--- config.mk ---
export PLATFORM = sky130hd
export DESIGN_NAME = pattern_writer
export DESIGN_NICKNAME = d
export VERILOG_FILES = /design/src/rtl/pattern_writer.sv
export SDC_FILE = /design/constraint.sdc
export NUM_CORES = 1
export LEC_CHECK = 0
export ABC_AREA = 1
export CAP_MARGIN = 20
export CORE_AREA = 5 5 159 237
export CTS_CLUSTER_SIZE = 24
export DETAILED_ROUTE_END_ITERATION = 8
export DIE_AREA = 0 0 164 242
export PLACE_DENSITY = 0.71
export SYNTH_ARGS = -nofsm -noshare
export SYNTH_HDL_FRONTEND = slang
export SYNTH_SLANG_ARGS = --single-unit
--- constraint.sdc ---
create_clock -name clk -period 1.6 [get_ports clk]
set_input_delay 0.32 -clock clk [delete_from_list [all_inputs] [get_ports clk]]
set_output_delay 0.32 -clock clk [all_outputs]
set_load 0.01 [all_outputs]
--- src/rtl/pattern_writer.sv ---
// Avalon-MM write master that fills a buffer with a seeded counting pattern.
// Raises a one-cycle irq when the last word is accepted.
module pattern_writer #(
  parameter int unsigned ADDR_STEP = 8
) (
  input  logic        clk,
  input  logic        reset_n,
  input  logic        ctrl_write,
  input  logic [31:0] ctrl_writedata,
  input  logic        ctrl_read,
  output logic [31:0] ctrl_readdata,
  input  logic [1:0]  ctrl_address,
  output logic        ctrl_waitrequest,
  output logic        master_write,
  output logic [63:0] master_writedata,
  output logic [31:0] master_address,
  input  logic        master_waitrequest,
  output logic        master_burstcount,
  output logic [7:0]  master_byteenable,
  output logic        irq
);

  typedef enum logic [1:0] {
    IDLE,
    RUN,
    DONE
  } state_t;

  state_t state, state_n;

  logic [31:0] start_address;
  logic [31:0] word_count;
  logic [31:0] seed;
  logic [31:0] elapsed;
  logic [31:0] remaining;
  logic        done;

  logic start;
  logic zero;
  logic accept;
  logic last;
  logic finish;
  logic ctrl_read_unused;

  assign ctrl_read_unused  = ctrl_read;
  assign ctrl_waitrequest  = 1'b0;
  assign master_burstcount = 1'b1;
  assign master_byteenable = 8'hFF;

  assign master_write = (state == RUN);
  assign start  = ctrl_write && (ctrl_address == 2'd1) && (state != RUN);
  assign zero   = start && (ctrl_writedata == 32'd0);
  assign accept = master_write && !master_waitrequest;
  assign last   = accept && (remaining == 32'd1);
  assign finish = last || zero;

  always_ff @(posedge clk or negedge reset_n) begin
    if (!reset_n) state <= IDLE;
    else          state <= state_n;
  end

  always_comb begin
    state_n = state;
    unique case (state)
      IDLE, DONE: if (start) state_n = zero ? DONE : RUN;
      RUN:        if (last)  state_n = DONE;
      default:    state_n = IDLE;
    endcase
  end

  always_ff @(posedge clk or negedge reset_n) begin
    if (!reset_n) begin
      start_address <= '0;
      word_count    <= '0;
      seed          <= '0;
    end else if (ctrl_write) begin
      unique case (ctrl_address)
        2'd0:    start_address <= ctrl_writedata;
        2'd1:    if (state != RUN) word_count <= ctrl_writedata;
        2'd2:    seed <= ctrl_writedata;
        default: ;
      endcase
    end
  end

  // Both data lanes step by 2 per accepted word so each holds seed+2k(+1).
  always_ff @(posedge clk or negedge reset_n) begin
    if (!reset_n) begin
      master_address   <= '0;
      master_writedata <= '0;
      remaining        <= '0;
    end else if (start && !zero) begin
      master_address   <= start_address;
      master_writedata <= {seed + 32'd1, seed};
      remaining        <= ctrl_writedata;
    end else if (accept) begin
      master_address   <= master_address + 32'(ADDR_STEP);
      master_writedata <= {master_writedata[63:32] + 32'd2,
                           master_writedata[31:0] + 32'd2};
      remaining        <= remaining - 32'd1;
    end
  end

  always_ff @(posedge clk or negedge reset_n) begin
    if (!reset_n) begin
      elapsed <= '0;
      done    <= 1'b0;
      irq     <= 1'b0;
    end else begin
      irq <= finish;
      if (start)
        elapsed <= '0;
      else if (master_write && elapsed != 32'hFFFF_FFFF)
        elapsed <= elapsed + 32'd1;
      if (finish)     done <= 1'b1;
      else if (start) done <= 1'b0;
    end
  end

  always_ff @(posedge clk or negedge reset_n) begin
    if (!reset_n) begin
      ctrl_readdata <= '0;
    end else begin
      unique case (ctrl_address)
        2'd0:    ctrl_readdata <= start_address;
        2'd1:    ctrl_readdata <= word_count;
        2'd2:    ctrl_readdata <= {30'd0, done, master_write};
        default: ctrl_readdata <= elapsed;
      endcase
    end
  end

endmodule

; ---- Word level (Yosys, flattened, before mapping)
; Cells that the tools add are included.
[word_totals]
output_inout_bits = 140
ram_bits = 0
romBits = 0
regBits = 292
n_memories = 0
latch_bits = 0
[op_classes]
eq_ne = 9
n_reduce_logical = 21
shift = 0
bitwise = 0
div = 0
magnitude_cmp = 0
n_mul = 0
n_mux = 15
n_addsub = 6
[op_table]
columns = cell, n
row1 = 2-to-1 mux 32 bit, 6
row2 = 2-to-1 mux 64 bit, 2
row3 = case mux 32 bit (3 select lines), 1
row4 = adder 32 x 1 -> 32 bit (second input constant), 2
row5 = adder 32 x 2 -> 32 bit (second input constant), 2
row6 = adder 32 x 4 -> 32 bit (second input constant), 1
row7 = == test 32 x 1 -> 1 bit (second input constant), 1
row8 = zero test 32 bit, 1
row9 = inequality test 32 bit (second input constant), 1
row10 = subtractor 32 x 1 -> 32 bit (second input constant), 1
row11 = logical AND 1 bit, 7
row12 = 2-to-1 mux 2 bit, 3
row13 = AND reduction 2 bit, 3
row14 = nonzero test 2 bit, 3
row15 = == test 2 x 1 -> 1 bit (second input constant), 2
row16 = == test 2 bit (second input constant), 2
row17 = zero test 2 bit, 2
row18 = inequality test 2 x 1 -> 1 bit (second input constant), 2
row19 = case mux 2 bit (2 select lines), 1
row20 = AND reduction 3 bit, 1
row21 = zero test 1 bit, 2
row22 = 2-to-1 mux 1 bit, 2
row23 = inequality test 2 bit (second input constant), 1
row24 = OR reduction 2 bit, 1
row25 = logical OR 1 bit, 1

; ---- Longest topological paths before layout
; Gate-level depths: netlist of the first run.
[depth]
word_depth = 7
mapped_depth = 12

; ---- Worst setup path before layout of the first run
; No wires, ideal clock.
[synth_timing]
kind = register -> register
start = register master_writedata[1]
end = register master_writedata[19]
synth_period_minus_slack_ns = 1.762
n_path_buf = 0
stages_incl_launch_ff = 13
arrival_time_ns = 1.642
path_slack_ns = -0.162
path_cell_list = dfrtp_1 ha_1 nand2_1 nor2_1 nand2_1 nor2_4 nand2_1 nor2_1 nand2_1 nand2_1 nand2_1 o21ai_0 inv_1
[synth_via]
elab_chain_cells = 3
[synth_rtl]
columns = element, line
row1 = from (decl), 15  ; output logic [63:0] master_writedata,
row2 = from (signal assigned), 94  ; master_writedata <= {seed + 32'd1, seed};
row3 = from (signal assigned), 98  ; master_writedata <= {master_writedata[63:32] + 32'd2,
row4 = adder 32 x 2 -> 32 bit, 99  ; master_writedata[31:0] + 32'd2};
row5 = 2-to-1 mux 64 bit, 96  ; end else if (accept) begin
row6 = 2-to-1 mux 64 bit, 92  ; end else if (start && !zero) begin
; No other way between the ends. The select of a mux whose other input is x is not followed.
; A chain may end at the register's enable or synchronous reset.

; ---- Worst setup path after layout of the first run
[layout_timing]
start = register master_address[8]
end = register master_address[21]
[layout_via]
elab_chain_cells = 3
[layout_rtl]
columns = element, line
row1 = from (decl), 16  ; output logic [31:0] master_address,
row2 = from (signal assigned), 93  ; master_address <= start_address;
row3 = from (signal assigned), 97  ; master_address <= master_address + 32'(ADDR_STEP);
row4 = adder 32 x 4 -> 32 bit, 97
row5 = 2-to-1 mux 32 bit, 96
row6 = 2-to-1 mux 32 bit, 92
; No other way between the ends. The select of a mux whose other input is x is not followed.

==> results.cfg, run 1 <==
[final_layout]
drive_gt1_frac = 0.389
final_util = 0.784
area_growth_pct = 63.1
design_area_sq_mm = 0.0279
finalNetCount = 3234

[yosys]
synthArstFlopShare = 1.00
yosysSeqAreaShare = 0.428
syn_area_sq_mm = 0.0171
ys_warn_count = 0
synth_ff_type = dfrtp_1
syn_area_per_cell_sq_um = 6.87
yosys.cell_types.count = 41
synth_edf_count = 0
syn_inst = 2488
synth_seq_cells = 292

[route]
routedWlPerCell_microns = 23.1
antenna_left = 0
drt-total-wl_microns = 85200
drt-initial-drc-count = 2298
vias_per_cell = 5.67
vias = 20900
route.detailed.drc = 0
firstDrtPassIters = 8

[floorplanning]
start_util = 0.481
chipHeight_microns = 242
io_pins = 179
fp.coreArea_sq_mm = 0.0355
die_area_sq_mm = 0.0397
rows = 85
die_w_microns = 164

[timing]
finalWorstSetupSlack_ns = -0.232
finalSetupTns_ns = -12.00
timing.final.crit_share = 1.14
hold_ws_ns = 0.205
max_freq_mhz = 546
setup_viol = 188
finClkSkew_ns = 0.0483
slew_violations = 0
period_needed_ns = 1.83
hold_viol_final = 0
rsz0062_at_grt = yes

[worst_setup_path]
path_class = reg2reg
critPathCaptureType = flip-flop
arrival_ns = 2.34
path_cells = buf_4 -> nand2_1 -> nor2_1 -> nand2_1 -> nor2_1 -> nand2_1 -> nand2_1 -> nand2_1 -> nand2_1 -> nand3_2
path_delay_family = simple AND/OR/NAND/NOR gates
crit_slowest_cell = dfrtp_1
cpPeakStageDelay_ns = 0.38
path_max_fanout = 4
cp.required_ns = 2.11
start_kind = flip-flop
path_buf_inv = 1
crit_top_cell = nand2_1

[global_routing]
grt.overflow.total = 0
grt_busiest_layer = met2
gr-usage-met2 = 0.670
grt_max_degree = 65
grt_usage = 0.378
grt_pass1_vias = 19800
grt_use_met3 = 0.0465
grt_pass1_wl_microns = 114000
antenna_found_initial = 3
gr-usage-met1 = 0.389

[clock_network]
insertion_delay_ns = 0.61
cts_made_buffers = 30
clk_path_buf_depth = 3
clock-root-buffer = clkbuf_16
path_clk_slew_ns = 0.08
h-tree-depth = 1
cts_tree = done
clkSinkCount = 292

[flow_run]
drv_cap = 0

[pwr]
leakagePower_nw = 13.8
p_per_area_mw_per_mm2 = 1460
power_frac_comb = 0.519
p_clk_frac = 0.188
p_int_w = 0.0237
ir_drop_mv = 1.15
p_seq_frac = 0.293
power.switching_w = 0.0169
p_sw_frac = 0.416

[status]
violations = negative setup slack
status = complete, but fails checks

[placed_design]
io_buffers = 167
hpwlAfterDp_microns = 55400
place_congestion = 1.03
place_area_sq_mm = 0.0222
pre_cts_ws_ns = -0.824

[min_path]
hp-class = in2reg
[path summary, 6_finish.rpt]
path	startpoint	endpoint	slack, ns	cells past startpoint
setup / recovery	master_address[8]	master_address[21]	-0.23	10
hold / removal	ctrl_writedata[4]	remaining[4]	0.20	4
setup reg to reg	master_address[8]	master_address[21]	-0.23	10
hold reg to reg	master_writedata[32]	master_writedata[32]	0.48	2
max in group asynchronous	reset_n	ctrl_readdata[28]	0.67	3
min in group asynchronous	reset_n	master_writedata[7]	0.22	2
[power groups by stage]
stage	sequential (W)	combinational [W]	clock [W]
2_1_floorplan	0.0123	0.00573	0
3_3_place_gp	0.0122	0.0137	0
3_5_place_dp	0.0123	0.0139	0
4_1_cts	0.0116	0.0174	0.00764
5_1_grt	0.0121	0.0222	0.00793
6_report	0.0119	0.0211	0.00765
[synthesized netlist by cell type (5+ instances only)]
master	count	area, sq um
a21oi_1	7	35.0
buf_1	8	30.0
buf_2	21	105
buf_4	18	135
clkbuf_1	31	116
dfrtp_1	292	7310
ha_1	7	87.6
inv_1	217	815
inv_2	5	18.8
nand2_1	1001	3760
nand3_1	190	951
nand3b_1	27	203
nand4_1	37	231
nor2_1	293	1100
nor2_2	11	68.8
nor2_4	5	56.3
nor3_1	37	185
o211ai_1	9	67.6
o21ai_0	135	676
o21ai_1	9	45.0
o21bai_1	6	45.0
o221ai_1	24	210
or2_2	9	56.3
xnor2_1	26	228
xor2_1	39	342
[per-stage QoR]
step	cells	total power, W
detailed placement	3440	0.0262
floorplan	2496	0.0180
finish	3690	0.0406
CTS	3624	0.0367
global placement	3440	0.0259
global route	3689	0.0422
[tightest hold or removal path: cells and delay by family]
family	cells	cell delay (ns)
AND/OR/NAND/NOR	2	0.21
buffers and inverters	2	0.25
[registers in the layout, summed over array words and instances (netlist names)]
signal,flops
seed,32
irq,1
state,2
remaining,32
elapsed,32
start_address,32
ctrl_readdata,32
word_count,32
master_writedata,64
done,1
master_address,32
[metal layers]
metal | wire [microns] | up-vias
li1 | - | 9280
met1 | 26500 | 9889
met2 | 41800 | 1231
met3 | 6390 | 524
met4 | 10500 | 2
met5 | 7 | -
[placed cells by master (no fill, tap or decap), drive strengths merged]
cell | Yosys | final
diode | 0 | 2
o21a | 2 | 2
a31o | 1 | 1
nand2 | 1006 | 1007
ha | 7 | 7
xor2 | 39 | 39
conb | 2 | 10
dlymetal6s2s | 0 | 13
o211ai | 9 | 9
a21o | 2 | 2
nand4 | 37 | 37
o31ai | 1 | 1
dlygate4sd2 | 0 | 55
dfrtp | 292 | 292
clkinvlp | 0 | 5
o21bai | 6 | 6
inv | 223 | 221
o221ai | 24 | 24
dlygate4sd3 | 0 | 1
o21ai | 145 | 145
clkdlybuf4s15 | 0 | 32
nor3 | 38 | 38
nand3b | 27 | 27
clkinv | 1 | 11
or2 | 9 | 9
nand3 | 191 | 191
bufinv | 0 | 5
buf | 50 | 597
xnor2 | 26 | 26
a21oi | 8 | 9
clkdlybuf4s50 | 0 | 20
nor2 | 310 | 310
clkbuf | 31 | 57
and2 | 1 | 1
[cell families (layout without fill, tap and decap cells)]
family,Yosys count,count (layout),share of synthesized area
other,2,12,0.000440
AOI/OAI and AO/OA,198,199,0.0669
adders and majority gates,7,7,0.00513
DFF,292,292,0.428
buffers and inverters,305,1017,0.0740
xor gates and xnor gates,65,65,0.0333
and+or+nand+nor,1619,1620,0.392
[repair_timing]
item	4_1_cts	5_1_grt
gates resized for setup	589	585
buffers inserted	120	51
gates cloned	10	26
hold buffers	1	0
endpoints found under the hold margin	55	0
pin swaps	78	189
endpoints found under the setup margin	290	222
[final cells by class]
type,instances,area (sq um)
inverters,224,870
fillers,2528,7660
well taps,478,598
repair buffers,739,7060
multi-input cells,1901,10900
flip-flops and latches,292,7370
diodes,2,5.00
clock inverters,18,259
clock buffers,36,783
Power figures use the tool's default switching activity.
==> run 2: changes to the inputs <==
--- a/config.mk
+++ b/config.mk
@@ -7,11 +7,13 @@
 export LEC_CHECK = 0
 export ABC_AREA = 1
 export CAP_MARGIN = 20
-export CORE_AREA = 5 5 159 237
+export CELL_PAD_IN_SITES_DETAIL_PLACEMENT = 0
+export CELL_PAD_IN_SITES_GLOBAL_PLACEMENT = 1
+export CORE_AREA = 5 5 182 272
 export CTS_CLUSTER_SIZE = 24
 export DETAILED_ROUTE_END_ITERATION = 8
-export DIE_AREA = 0 0 164 242
-export PLACE_DENSITY = 0.71
+export DIE_AREA = 0 0 187 277
+export PLACE_DENSITY = 0.74
 export SYNTH_ARGS = -nofsm -noshare
 export SYNTH_HDL_FRONTEND = slang
 export SYNTH_SLANG_ARGS = --single-unit
==> results.cfg, run 2 (synthesis gave the netlist of run 1 again) <==
[status]
status = complete, but fails checks
violations = negative setup slack

[timing]
finalWorstSetupSlack_ns = -0.156
hold_ws_ns = 0.220
setup_viol = 127
max_freq_mhz = 570
hold_viol_final = 0
finClkSkew_ns = 0.0153
finalSetupTns_ns = -6.71
rsz0062_at_grt = yes
period_needed_ns = 1.76
timing.final.crit_share = 1.10
slew_violations = 0

[worst_setup_path]
path_class = reg2out
start_kind = flip-flop
r2r_slack_ns = -0.14
arrival_ns = 1.44
path_buf_inv = 2
path_delay_family = flip-flops
critPathCaptureType = output pin
ff2ff_path_depth = 13
path_max_fanout = 3
reg2reg_from = elapsed[0]
path_cells = nor2_4 -> buf_6 -> buf_6
cpPeakStageDelay_ns = 0.43
cp.required_ns = 1.28
timing.rr.end = elapsed[18]
crit_top_cell = buf_6
crit_slowest_cell = dfrtp_1

[route]
drt-total-wl_microns = 82500
drt-initial-drc-count = 1346
firstDrtPassIters = 5
vias = 20100
vias_per_cell = 5.18
antenna_left = 0
routedWlPerCell_microns = 21.3
route.detailed.drc = 0

[final_layout]
fillers = 4270
largest_reg_flops = 64
area_growth_pct = 69.3
regMostFlops = master_writedata
antennaDiodeCount = 0
mostFrequentLayoutCell = nand2_1
design_area_sq_mm = 0.0289
finalNetCount = 3296
layout_common_cells = nand2_1, buf_4, dfrtp_1
drive_gt1_frac = 0.428

[placed_design]
io_buffers = 167
place_congestion = 0.952
hpwlAfterDp_microns = 58000
place_area_sq_mm = 0.0226

[clock_network]
clk_path_buf_depth = 3
cts_tree = done
h-tree-depth = 1
clock-root-buffer = clkbuf_16
insertion_delay_ns = 0.61
path_clk_slew_ns = 0.07
clkSinkCount = 292
cts_made_buffers = 31

[floorplanning]
die_w_microns = 187
rows = 98
io_pins = 179
start_util = 0.363
chipHeight_microns = 277
die_area_sq_mm = 0.0518
fp.coreArea_sq_mm = 0.0471

[pwr]
power_frac_comb = 0.532
p_per_area_mw_per_mm2 = 1420
ir_drop_mv = 0.888
power.switching_w = 0.0169
p_total_w = 0.0412
leakagePower_nw = 14.1
p_sw_frac = 0.410
p_int_w = 0.0243
p_seq_frac = 0.288
p_clk_frac = 0.180

[global_routing]
grt_pass1_wl_microns = 119000
antenna_found_initial = 1
grt_usage = 0.299
grt.overflow.total = 0
grt_max_degree = 65
grt_pass1_vias = 20100

[min_path]
hp-class = in2async

[flow_run]
drv_cap = 0
-- run 2: cell count changes in the layout (fill, tap and decap cells not counted), moves of 14 or more --
cell	delta
buf_4	+42
buf_6	+18
clkdlybuf4s15_1	+29
dlygate4sd2_1	-36
nand2_1	-47
nand2_2	+31
nand2_4	+17
nand3_1	-14
-- run 2: area by class of cell --
| class | instances | area, sq um | share of cell area |
|---|---|---|---|
| Inverter | 224 | 856 | 0.0296 |
| Sequential cell | 292 | 7370 | 0.255 |
| Clock buffer | 38 | 832 | 0.0288 |
| Clock inverter | 17 | 178 | 0.00614 |
| Timing Repair Buffer | 800 | 7700 | 0.266 |
| Multi-Input combinational cell | 1901 | 11200 | 0.389 |
| Tap cell | 600 | 751 | 0.0260 |
-- run 2: how the worst max path moves through the flow --
stage,from,endpoint,slack [ns],depth (start not counted)
detailed placement,ctrl_writedata[28],master_address[26],-0.94,12
CTS,state[0],master_write,-0.15,4
global placement,ctrl_writedata[28],master_writedata[45],-0.96,12
floorplan,master_writedata[34],master_writedata[55],0.01,8
finish,state[1],master_write,-0.16,3
global route,elapsed[15],elapsed[15],-0.21,13
-- run 2: routing by layer --
layer | wire length [microns] | GRT usage | vias to the layer above
li1 | - | - | 9409
met1 | 28300 | 0.307 | 9653
met2 | 43700 | 0.569 | 697
met3 | 3320 | 0.0319 | 291
met4 | 7170 | 0.192 | 2
met5 | 19 | 0 | -
-- run 2: power groups by stage --
stage / clock, W / sequential [W] / combinational [W]
2_1_floorplan: 0 / 0.0123 / 0.00573
3_3_place_gp: 0 / 0.0122 / 0.0141
3_5_place_dp: 0 / 0.0123 / 0.0143
4_1_cts: 0.00753 / 0.0116 / 0.0188
5_1_grt: 0.00784 / 0.0120 / 0.0234
6_report: 0.00741 / 0.0119 / 0.0219
-- run 2: worst register-to-register path, cell delays in order (launching register included) --
cell     delay (ns)
dfrtp_1        0.39
ha_4           0.17
inv_4          0.04
nor2_4         0.11
nand2_4        0.07
nor2_4         0.17
nand2_2        0.08
nand2_2        0.07
nand2_4        0.10
inv_8          0.11
buf_12         0.12
buf_16         0.14
nand2_1        0.05
nand2_1        0.06
-- run 2: timing repair --
| item | 4_1_cts | 5_1_grt |
|---|---|---|
| pin swaps | 73 | 194 |
| hold buffers | 1 | 0 |
| buffers inserted | 140 | 60 |
| setup endpoints to repair | 303 | 225 |
| resized for setup | 691 | 672 |
| cloned | 19 | 16 |
| endpoints found under the hold margin | 227 | 0 |
-- run 2: stage by stage --
stage	worst slack (ns)	std cells	util
floorplan	0.0104	2496	-
finish	-0.156	3872	0.614
CTS	-0.154	3810	0.551
global route	-0.214	3872	0.614
global placement	-0.964	3598	0.479
detailed placement	-0.937	3598	0.479
==> run 3: changes to the inputs <==
--- a/config.mk
+++ b/config.mk
@@ -9,10 +9,10 @@
 export CAP_MARGIN = 20
 export CELL_PAD_IN_SITES_DETAIL_PLACEMENT = 0
 export CELL_PAD_IN_SITES_GLOBAL_PLACEMENT = 1
-export CORE_AREA = 5 5 182 272
+export CORE_AREA = 2 2 179 269
 export CTS_CLUSTER_SIZE = 24
 export DETAILED_ROUTE_END_ITERATION = 8
-export DIE_AREA = 0 0 187 277
+export DIE_AREA = 0 0 181 271
 export PLACE_DENSITY = 0.74
 export SYNTH_ARGS = -nofsm -noshare
 export SYNTH_HDL_FRONTEND = slang
==> results.cfg, run 3 (synthesis gave the netlist of run 1 again) <==
[final_layout]
design_area_sq_mm = 0.0282
layout_common_cells = nand2_1, buf_4, dfrtp_1
antennaDiodeCount = 0
drive_gt1_frac = 0.393
largest_reg_flops = 64
mostFrequentLayoutCell = nand2_1
fin_cells = 3844
finalNetCount = 3274
area_growth_pct = 65.3
fillers = 4302
regMostFlops = master_writedata

[global_routing]
grt_usage = 0.332
grt.overflow.total = 0
grt_max_degree = 65
grt_pass1_wl_microns = 121000
grt_pass1_vias = 20200
antenna_found_initial = 0

[timing]
finalWorstSetupSlack_ns = -0.178
slew_headroom = 0.649
period_needed_ns = 1.78
setup_viol = 148
finClkSkew_ns = 0.0148
max_freq_mhz = 562
slew_violations = 0
timing.final.crit_share = 1.11
hold_viol_final = 0
rsz0062_at_grt = yes
worst_pin_slew_ns = 0.527

[route]
firstDrtPassIters = 5
drt-initial-drc-count = 1256
routedWlPerCell_microns = 22.1
vias_per_cell = 5.21
vias = 20000
route.detailed.drc = 0
drt-total-wl_microns = 85100
antenna_left = 0

[clock_network]
cts_made_buffers = 34
insertion_delay_ns = 0.54
clkSinkCount = 292
clock-root-buffer = clkbuf_16
cts_tree = done
clk_path_buf_depth = 3
path_clk_slew_ns = 0.07
h-tree-depth = 2

[worst_setup_path]
start_kind = flip-flop
cp.required_ns = 2.04
r2r_slack_ns = -0.18
path_max_fanout = 6
path_class = reg2reg
timing.rr.end = elapsed[8]
ff2ff_path_depth = 10
reg2reg_from = elapsed[14]
arrival_ns = 2.22
critPathCaptureType = flip-flop

[placed_design]
place_congestion = 0.970
io_buffers = 167
dp_cells = 3595
hpwlAfterDp_microns = 59200
place_area_sq_mm = 0.0227

[floorplanning]
die_area_sq_mm = 0.0491
die_w_microns = 181
start_util = 0.367
fp.coreArea_sq_mm = 0.0466
io_pins = 179
rows = 97
chipHeight_microns = 271

[pwr]
ir_drop_mv = 0.874
leakagePower_nw = 14.1
p_per_area_mw_per_mm2 = 1470

[status]
violations = negative setup slack
status = complete, but fails checks

[flow_run]
drv_cap = 0

[min_path]
hp-class = in2async
## run 3: final cells by class
type	count	area, sq um	area share
multi-input cells	1899	10800	0.382
flip-flops and latches	292	7360	0.261
repair buffers	777	7330	0.260
clock buffers	42	921	0.0326
inverters	224	858	0.0304
well taps	594	743	0.0263
clock inverters	16	223	0.00789
## run 3: power breakdown
part	switching (W)	leakage [nW]	internal, W
sequential	0.00217	3.66	0.00971
clock	0.00351	0.560	0.00480
combinational	0.0113	9.89	0.0100
total	0.0170	14.1	0.0245
## run 3: what timing repair did
action	in CTS	in global routing
cloned	23	17
pin swaps	63	163
endpoints found under the setup margin	304	184
endpoints found under the hold margin	292	0
resized for setup	562	581
hold buffers	1	0
setup buffers	116	50
## run 3: critical path, stage by stage, from the launching register on
cell and delay, ns:
dfrtp_2 0.47, nand2_1 0.14, nor2_4 0.16, nand2_2 0.09, nor2_4 0.18, buf_6 0.12, a21oi_4 0.06, buf_12 0.15
clkbuf_16 0.17, nand4_1 0.08, nand2_1 0.05
## run 3: metal layers
layer / vias to the layer above / wire (microns) / track usage / part of all wire
li1: 9364 / - / - / -
met1: 9625 / 28300 / 0.334 / 0.33
met2: 715 / 44900 / 0.635 / 0.53
met3: 311 / 3870 / 0.0351 / 0.045
met4: 0 / 8080 / 0.227 / 0.095
met5: - / 0 / 0 / 0
## run 3: how the worst max path moves through the flow
stage,start,end,slack [ns]
global route,elapsed[1],elapsed[13],-0.23
CTS,elapsed[0],elapsed[20],-0.17
finish,elapsed[14],elapsed[8],-0.18
detailed placement,ctrl_writedata[31],master_address[31],-0.93
floorplan,master_writedata[34],master_writedata[55],0.01
global placement,ctrl_writedata[31],master_address[31],-0.87
## run 3: metrics by stage
step	total power [W]	util	setup WS, ns	TNS, ns	hold slack (ns)
finish	0.0415	0.606	-0.178	-12.95	0.218
global route	0.0435	0.606	-0.227	-19.78	0.226
CTS	0.0376	0.549	-0.170	-5.16	0.210
detailed placement	0.0269	0.486	-0.933	-154.58	0.177
global placement	0.0268	0.486	-0.870	-145.39	0.178
floorplan	0.0180	-	0.0104	0	0.0244
